--- config.mk ---
export PLATFORM = sky130hd
export DESIGN_NAME = io_tx_buffer
export DESIGN_NICKNAME = d
export VERILOG_FILES = /design/src/rtl/io_tx_buffer.sv
export SDC_FILE = /design/constraint.sdc
export NUM_CORES = 1
export LEC_CHECK = 0
export CORE_ASPECT_RATIO = 2
export CORE_UTILIZATION = 30
export DETAILED_ROUTE_END_ITERATION = 10
export DONT_BUFFER_PORTS = 1
export PLACE_DENSITY = 0.41
export SYNTH_ARGS = -nofsm -noshare
export SYNTH_HDL_FRONTEND = slang
export SYNTH_SLANG_ARGS = --single-unit
--- constraint.sdc ---
create_clock -name clk -period 6.1 [get_ports clk]
set_input_delay 1.22 -clock clk [delete_from_list [all_inputs] [get_ports clk]]
set_output_delay 1.22 -clock clk [all_outputs]
set_load 0.02 [all_outputs]
--- src/rtl/io_tx_buffer.sv ---
`default_nettype none
// +--------------------------------------------------------------------------+
// | Module      : io_tx_buffer                                               |
// | Description : Transmit buffer between the core output instruction and    |
// |               the io_controller out_req/out_data/out_busy port. Holds    |
// |               up to 2**DEPTH_LOG2 entries; each entry is one byte or one |
// |               word, and a word leaves as four bytes, LSB first.          |
// | Revision    : 1.0 - initial release                                      |
// +--------------------------------------------------------------------------+
module io_tx_buffer #(
    parameter int DEPTH_LOG2 = 4,
    parameter int WORD_W     = 32
) (
    input  logic                  clk,
    input  logic                  rstn,
    input  logic                  push_req,
    input  logic [WORD_W-1:0]     push_data,
    input  logic                  push_word,
    output logic                  push_busy,
    output logic                  overflow,
    output logic                  out_req,
    output logic [WORD_W-1:0]     out_data,
    input  logic                  out_busy,
    output logic [DEPTH_LOG2:0]   fifo_count
);

    localparam int                  c_DEPTH   = 2**DEPTH_LOG2;
    localparam logic [DEPTH_LOG2:0] c_FULL    = (DEPTH_LOG2+1)'(c_DEPTH);

    localparam logic [1:0]          c_ST_IDLE = 2'd0;
    localparam logic [1:0]          c_ST_SEND = 2'd1;
    localparam logic [1:0]          c_ST_GAP  = 2'd2;

    // Entry layout: {mode, data}; mode=1 means all four bytes are sent.
    logic [WORD_W:0]           r_mem [c_DEPTH];
    logic [DEPTH_LOG2-1:0]     r_wr_ptr;
    logic [DEPTH_LOG2-1:0]     r_rd_ptr;
    logic [DEPTH_LOG2:0]       r_count;
    logic [1:0]                r_byte_idx;
    logic [1:0]                r_state;
    logic [1:0]                w_state_nxt;
    logic                      r_overflow;

    logic                      w_full;
    logic                      w_push;
    logic                      w_hs;
    logic                      w_last;
    logic                      w_pop;
    logic [WORD_W:0]           w_entry;
    logic [7:0]                w_byte;

    assign w_full  = (r_count == c_FULL);
    // A full buffer refuses a push even when a pop lands in the same cycle.
    assign w_push  = push_req && !w_full;
    assign w_entry = r_mem[r_rd_ptr];
    // Handshake: in SEND out_req is exactly !out_busy, so this is out_req && !out_busy.
    assign w_hs    = (r_state == c_ST_SEND) && !out_busy;
    assign w_last  = !w_entry[WORD_W] || (r_byte_idx == 2'd3);
    assign w_pop   = w_hs && w_last;

    assign push_busy  = w_full;
    assign overflow   = r_overflow;
    assign fifo_count = r_count;
    assign out_req    = w_hs;
    assign out_data   = (r_state == c_ST_SEND) ? {{(WORD_W-8){1'b0}}, w_byte} : '0;

    // Select the byte of the head entry currently being offered.
    always_comb begin
        w_byte = w_entry[7:0];
        case (r_byte_idx)
            2'd1:    w_byte = w_entry[15:8];
            2'd2:    w_byte = w_entry[23:16];
            2'd3:    w_byte = w_entry[31:24];
            default: w_byte = w_entry[7:0];
        endcase
    end

    // Entry storage; contents need no reset because count gates every read.
    always_ff @(posedge clk) begin
        if (w_push) begin
            r_mem[r_wr_ptr] <= {push_word, push_data};
        end
    end

    // Write/read pointers, entry count and sticky overflow flag.
    always_ff @(posedge clk or negedge rstn) begin
        if (!rstn) begin
            r_wr_ptr   <= '0;
            r_rd_ptr   <= '0;
            r_count    <= '0;
            r_overflow <= 1'b0;
        end else begin
            if (w_push) begin
                r_wr_ptr <= r_wr_ptr + 1'b1;
            end
            if (w_pop) begin
                r_rd_ptr <= r_rd_ptr + 1'b1;
            end
            if (push_req && w_full) begin
                r_overflow <= 1'b1;
            end
            case ({w_push, w_pop})
                2'b10:   r_count <= r_count + 1'b1;
                2'b01:   r_count <= r_count - 1'b1;
                default: r_count <= r_count;
            endcase
        end
    end

    // Byte index within a word entry; returns to 0 once the entry pops.
    always_ff @(posedge clk or negedge rstn) begin
        if (!rstn) begin
            r_byte_idx <= 2'd0;
        end else if (w_hs) begin
            r_byte_idx <= w_last ? 2'd0 : r_byte_idx + 2'd1;
        end
    end

    // Output state register.
    always_ff @(posedge clk or negedge rstn) begin
        if (!rstn) begin
            r_state <= c_ST_IDLE;
        end else begin
            r_state <= w_state_nxt;
        end
    end

    // Next state: GAP waits for out_busy so one accept never sees two requests.
    always_comb begin
        w_state_nxt = r_state;
        case (r_state)
            c_ST_IDLE: if (r_count != '0) w_state_nxt = c_ST_SEND;
            c_ST_SEND: if (w_hs)          w_state_nxt = c_ST_GAP;
            c_ST_GAP:  if (out_busy)      w_state_nxt = c_ST_IDLE;
            default:                      w_state_nxt = c_ST_IDLE;
        endcase
    end

endmodule
`default_nettype wire

Word level (Yosys, flattened, before mapping). Memories as Yosys holds them, arrays and structs flattened. Cells that the tools add are included.

Add/subtract/negate cells: 5. Eq/ne operators: 11. Mux-type cells: 10. Reductions and logical operators: 12.

Operators by type and width (count): $pmux W8 S3 (1); $pmux W5 S2 (1); $add A4 B1 Y4 const B (2); $eq A2 B2 Y1 const B (4); $mux W2 (4); $mux W8 (1); $eq A2 B1 Y1 const B (3); $ne A2 B2 Y1 const B (3); $pmux W2 S3 (1); $add A5 B1 Y5 const B (1); $eq A5 B5 Y1 const B (1); $reduce_bool A5 Y1 (1); $sub A5 B1 Y5 const B (1); $logic_and A1 B1 Y1 (4); $logic_not A1 Y1 (3); $reduce_and A3 Y1 (1); $add A2 B1 Y2 const B (1); $logic_not A2 Y1 (1); $mux W1 (2); $reduce_bool A2 Y1 (1); $logic_or A1 B1 Y1 (1).

Bits in registers: 18. RAM bits: 528. Bits of input ports: 37. Output and inout bits: 40. Logic and storage cells: 45. Memories kept: 1.

Memories: r_mem (depth 16, bits a word 33, rd ports 1, clocked after Yosys merged registers in 0, write ports 1, line 35) `logic [WORD_W:0] r_mem [c_DEPTH];`.

Longest topological paths before layout. An unclocked memory read counts as a cell.

Depth in word-level cells: 6. Depth in mapped cells: 16.

Worst setup path before layout. OpenSTA, ideal clock, no wires.

Path type: input -> register. Start: input push_req. End: memory r_mem[3][0] (netlist bit) (enable). Setup time: 0.464 ns. Arrival: 4.035 ns. Required time: 5.636 ns. Slack: 1.600 ns. Cell stages on the path: 4. Path buffers: 1. Cell sequence: and2_1 clkbuf_1 nand2_1 nor3_1.

Word-level cells in the longest chain between the ends: 3.

Ends and longest elaborated chain: from (decl) (line 16) `input logic push_req,`; $logic_and A1 B1 Y1 (line 54) `assign w_push = push_req && !w_full;`; $mux W1 (line 80) `if (w_push) begin`; $mux W1 (implied by the code) (line 81) `r_mem[r_wr_ptr] <= {push_word, push_data};`; to (decl) (line 35).

No other way between the ends.

Worst setup path after layout.
Start: register r_rd_ptr[0]. End: output out_data[0].

Word-level cells in the longest chain between the ends: 3.

Ends and longest elaborated chain: from (decl) (line 37) `logic [DEPTH_LOG2-1:0] r_rd_ptr;`; from (signal assigned) (line 97) `r_rd_ptr <= r_rd_ptr + 1'b1;`; $mem_v2 Z16 W33; $pmux W8 S3 (line 70) `case (r_byte_idx)`; $mux W8 (line 65) `assign out_data = (r_state == c_ST_SEND) ? {{(WORD_W-8){1'b0}}, w_byte} : '0;`; to (decl) (line 22) `output logic [WORD_W-1:0] out_data,`.

No other way between the ends.

==> parameters.txt <==
Parameter                              Value

Global route
  Number of antenna violations at the first check in global routing ... 1
  Total congestion overflow after global routing ... 0
  Global router's overall resource usage ... 0.163
  Wire length of the first global-routing pass ... 82300 µm
  Met2 Track Usage GR ... 0.306
  Pin count of the biggest net entering global routing ... 46
  GR Util met1 ... 0.186
  Vias in the first global route ... 10800
  Routing usage on met3 ... 0.0262
  Most Used Layer, Global Route ... met2

STA
  Slew margin rel. ... 0.244
  Max-slew violation total from the final report ... 0
  Tightest hold margin ... 0.311 ns
  Final Hold Fails ... 0
  Worst-Margin Slew ... 1.13 ns
  Clk_skew ... 0.0203 ns
  Final sum of negative setup slack ... 0 ns
  Achievable Freq ... 208 MHz
  Setup repair after global routing missed its margin ... no
  Minimum clock period ... 4.81 ns
  Number of endpoints failing setup at the final stage ... 0
  Share of the cycle needed by the critical path after routing ... 0.789

Detailed routing
  Total via count in the routed design ... 10100
  Drt total wl ... 58400 µm
  Routed WL per cell ... 28.8 µm
  Final antenna-violating net count ... 0
  Per-cell via count in the routed design ... 4.96
  DRC marker count from the first detailed-route iteration ... 765
  1st-pass router iterations ... 7
  Detailed-route DRC error count ... 2

Logic synthesis
  Synth Instances ... 1045
  Count of state elements after synthesis ... 546
  Number of enable-type register cells in the synthesized netlist ... 528
  Netlist area before placement ... 21600 µm²
  Cell taking the most area after synthesis ... sky130_fd_sc_hd__edfxtp_1
  Seq/Total Area, Yosys ... 0.753
  Synth async-reset ratio ... 0.0330
  Leading post-synthesis cells by cell area ... sky130_fd_sc_hd__edfxtp_1, sky130_fd_sc_hd__mux4_2, sky130_fd_sc_hd__mux2i_1
  Mean instance size in the synthesized netlist ... 20.7 µm²
  Distinct cell type count of the synthesized netlist ... 54
  Area share of the largest cell type after synthesis ... 0.733
  Yosys warnings ... 0
  Main flop type after synthesis ... sky130_fd_sc_hd__edfxtp_1

Worst setup path
  CP endpoint kind ... primary output
  Crit-path cells ... buf_4 > mux4_2 > mux2i_1 > a22oi_1 > nand2_1 > a21oi_1
  FF-to-FF Start ... r_rd_ptr[1]
  Required time worst endpoint ... 4.88 ns
  Critical R2R Capture ... fifo_count[4]
  Worst path slowest cell ... sky130_fd_sc_hd__dfrtp_4
  Count of buffer and inverter cells on the critical path ... 1
  Delay of the slowest critical-path stage ... 0.99 ns
  Critical path peak fanout ... 38
  Worst Path Arrival ... 3.59 ns
  Category of the worst setup path launch point ... register
  Number of cells traversed by the worst register-to-register path ... 14
  Critical path's top delay family ... flip-flops
  R2r setup slk ... 1.99 ns
  Crit Path Category ... reg -> out

Run
  Max-cap violations ... 0

Run status
  Violations in the final reports ... DRC
  Run status ... complete, but fails checks

Power
  Maximum vdd drop ... 0.202 mV
  Reported leakage power ... 0.00779 µW
  Switching share of power ... 0.317
  Gate power share ... 0.273
  Part of the total power dissipated in sequential elements ... 0.441
  Total net switching power ... 3550 µW
  Power Density ... 459 nW/µm²
  Power Internal ... 7630 µW
  Part of the total power dissipated in the clock network ... 0.287

Floorplan
  Die Area ... 73300 µm²
  Chip height ... 382 µm
  Die width ... 192 µm
  Initial core utilization ... 0.302
  Total number of placement rows ... 139
  Core region area ... 71700 µm²
  Count of boundary I/O pins ... 77

Clock network
  Setup Buffers After CTS ... 0
  H-tree levels ... 2
  Clock root cell ... sky130_fd_sc_hd__clkbuf_16
  Clock buffer count from CTS ... 49
  Clock Latency Late Sink ... 0.60 ns
  Bufs on Longest Clock Path ... 3
  Post-cts sizing count ... 0
  Clock transition at the registers of the reported paths ... 0.07 ns
  TritonCTS clock tree ... yes
  Number of clock sinks ... 546
  Hold buffers post-CTS ... 0

Place
  Global placement routability congestion ... 0.702
  Placed cell areas ... 22800 µm²
  Buffers added on ports ... 0
  Detail Placement HPWL ... 34600 µm

Layout
  Total inserted antenna cells ... 0
  Share of final-layout standard cells stronger than drive strength 1 ... 0.211
  Layout overhead on the synthesized area ... 12.6%
  Final cell area excluding filler cells ... 24400 µm²
  Number of nets in the finished design ... 1128

Worst hold path
  Hold WC Path Type ... in -> async
layout make-up:
class	count	area, µm²
fill	6705	47300
sequential	546	16300
multi-input combinational	433	4970
clock buffer	60	1290
tap	916	1150
clock inverter	26	328
timing repair buffer	33	273
inverter	14	52.6
worst max-delay path by stage:
stage / start / end / cells past startpoint
4_1_cts: r_rd_ptr[0] / out_data[2] / 6
5_1_grt: r_rd_ptr[0] / out_data[0] / 6
3_5_place_dp: r_rd_ptr[0] / out_data[2] / 6
2_1_floorplan: push_req / r_mem[3][0] / 4
6_report: r_rd_ptr[0] / out_data[0] / 6
3_3_place_gp: r_rd_ptr[0] / out_data[2] / 6
synthesized netlist by cell type (8+ instances only):
cell type,count
sky130_fd_sc_hd__buf_2,14
sky130_fd_sc_hd__clkbuf_1,13
sky130_fd_sc_hd__buf_4,34
sky130_fd_sc_hd__o22ai_1,9
sky130_fd_sc_hd__nor3_1,10
sky130_fd_sc_hd__inv_1,14
sky130_fd_sc_hd__nor2_1,29
sky130_fd_sc_hd__dfrtp_1,18
sky130_fd_sc_hd__edfxtp_1,528
sky130_fd_sc_hd__mux4_2,106
sky130_fd_sc_hd__a21oi_1,13
sky130_fd_sc_hd__nand2_1,32
sky130_fd_sc_hd__a22oi_1,16
sky130_fd_sc_hd__o21ai_0,8
sky130_fd_sc_hd__ha_1,13
sky130_fd_sc_hd__mux2i_1,89
sky130_fd_sc_hd__nand2b_1,8
power groups by stage:
stage / logic, µW / clock network (µW) / registers (µW)
5_1_grt: 3280 / 3400 / 4990
6_report: 3050 / 3210 / 4930
2_1_floorplan: 2360 / 0 / 4730
3_5_place_dp: 3160 / 0 / 5030
3_3_place_gp: 3160 / 0 / 5010
4_1_cts: 3170 / 3290 / 4950
sequential cells by signal, indices dropped and copies added (netlist names):
| name | count |
|---|---|
| fifo_count | 5 |
| overflow | 1 |
| r_byte_idx | 2 |
| r_mem | 528 |
| r_rd_ptr | 4 |
| r_state | 2 |
| r_wr_ptr | 4 |
per-layer routing:
layer,vias up,share of wire
li1,4293,-
met1,5495,0.38
met2,216,0.56
met3,59,0.041
met4,0,0.020
met5,-,0
layout by cell type (no fill, tap or decap), types with 15 or more instances in the layout:
cell and n:
sky130_fd_sc_hd__edfxtp_1 528, sky130_fd_sc_hd__mux4_2 106, sky130_fd_sc_hd__mux2i_1 89, sky130_fd_sc_hd__clkbuf_16 49
sky130_fd_sc_hd__nand2_1 32, sky130_fd_sc_hd__buf_4 31, sky130_fd_sc_hd__conb_1 24, sky130_fd_sc_hd__nor2_1 17
sky130_fd_sc_hd__a22oi_1 16, sky130_fd_sc_hd__dfrtp_1 15
stage by stage:
| stage | setup slack (ns) | power, µW | util | std cells |
|---|---|---|---|---|
| 6_report | 1.29 | 11200 | 0.340 | 2028 |
| 2_1_floorplan | 1.60 | 7100 | - | 1068 |
| 4_1_cts | 1.15 | 11400 | 0.340 | 2028 |
| 3_5_place_dp | 1.81 | 8190 | 0.318 | 1942 |
| 5_1_grt | 1.07 | 11700 | 0.340 | 2028 |
| 3_3_place_gp | 1.75 | 8170 | 0.318 | 1942 |
kinds of logic after synthesis:
group                      count (synthesis)  share of synthesized area
xor gates and xnor gates                  10                    0.00405
AOI/OAI and AO/OA                         76                     0.0246
buffers and inverters                     89                     0.0266
and+or+nand+nor                          106                     0.0230
adders and majority gates                 14                    0.00844
DFF                                      546                      0.753
muxes                                    203                      0.160
other                                      1                   0.000173
Power figures use the tool's default switching activity.
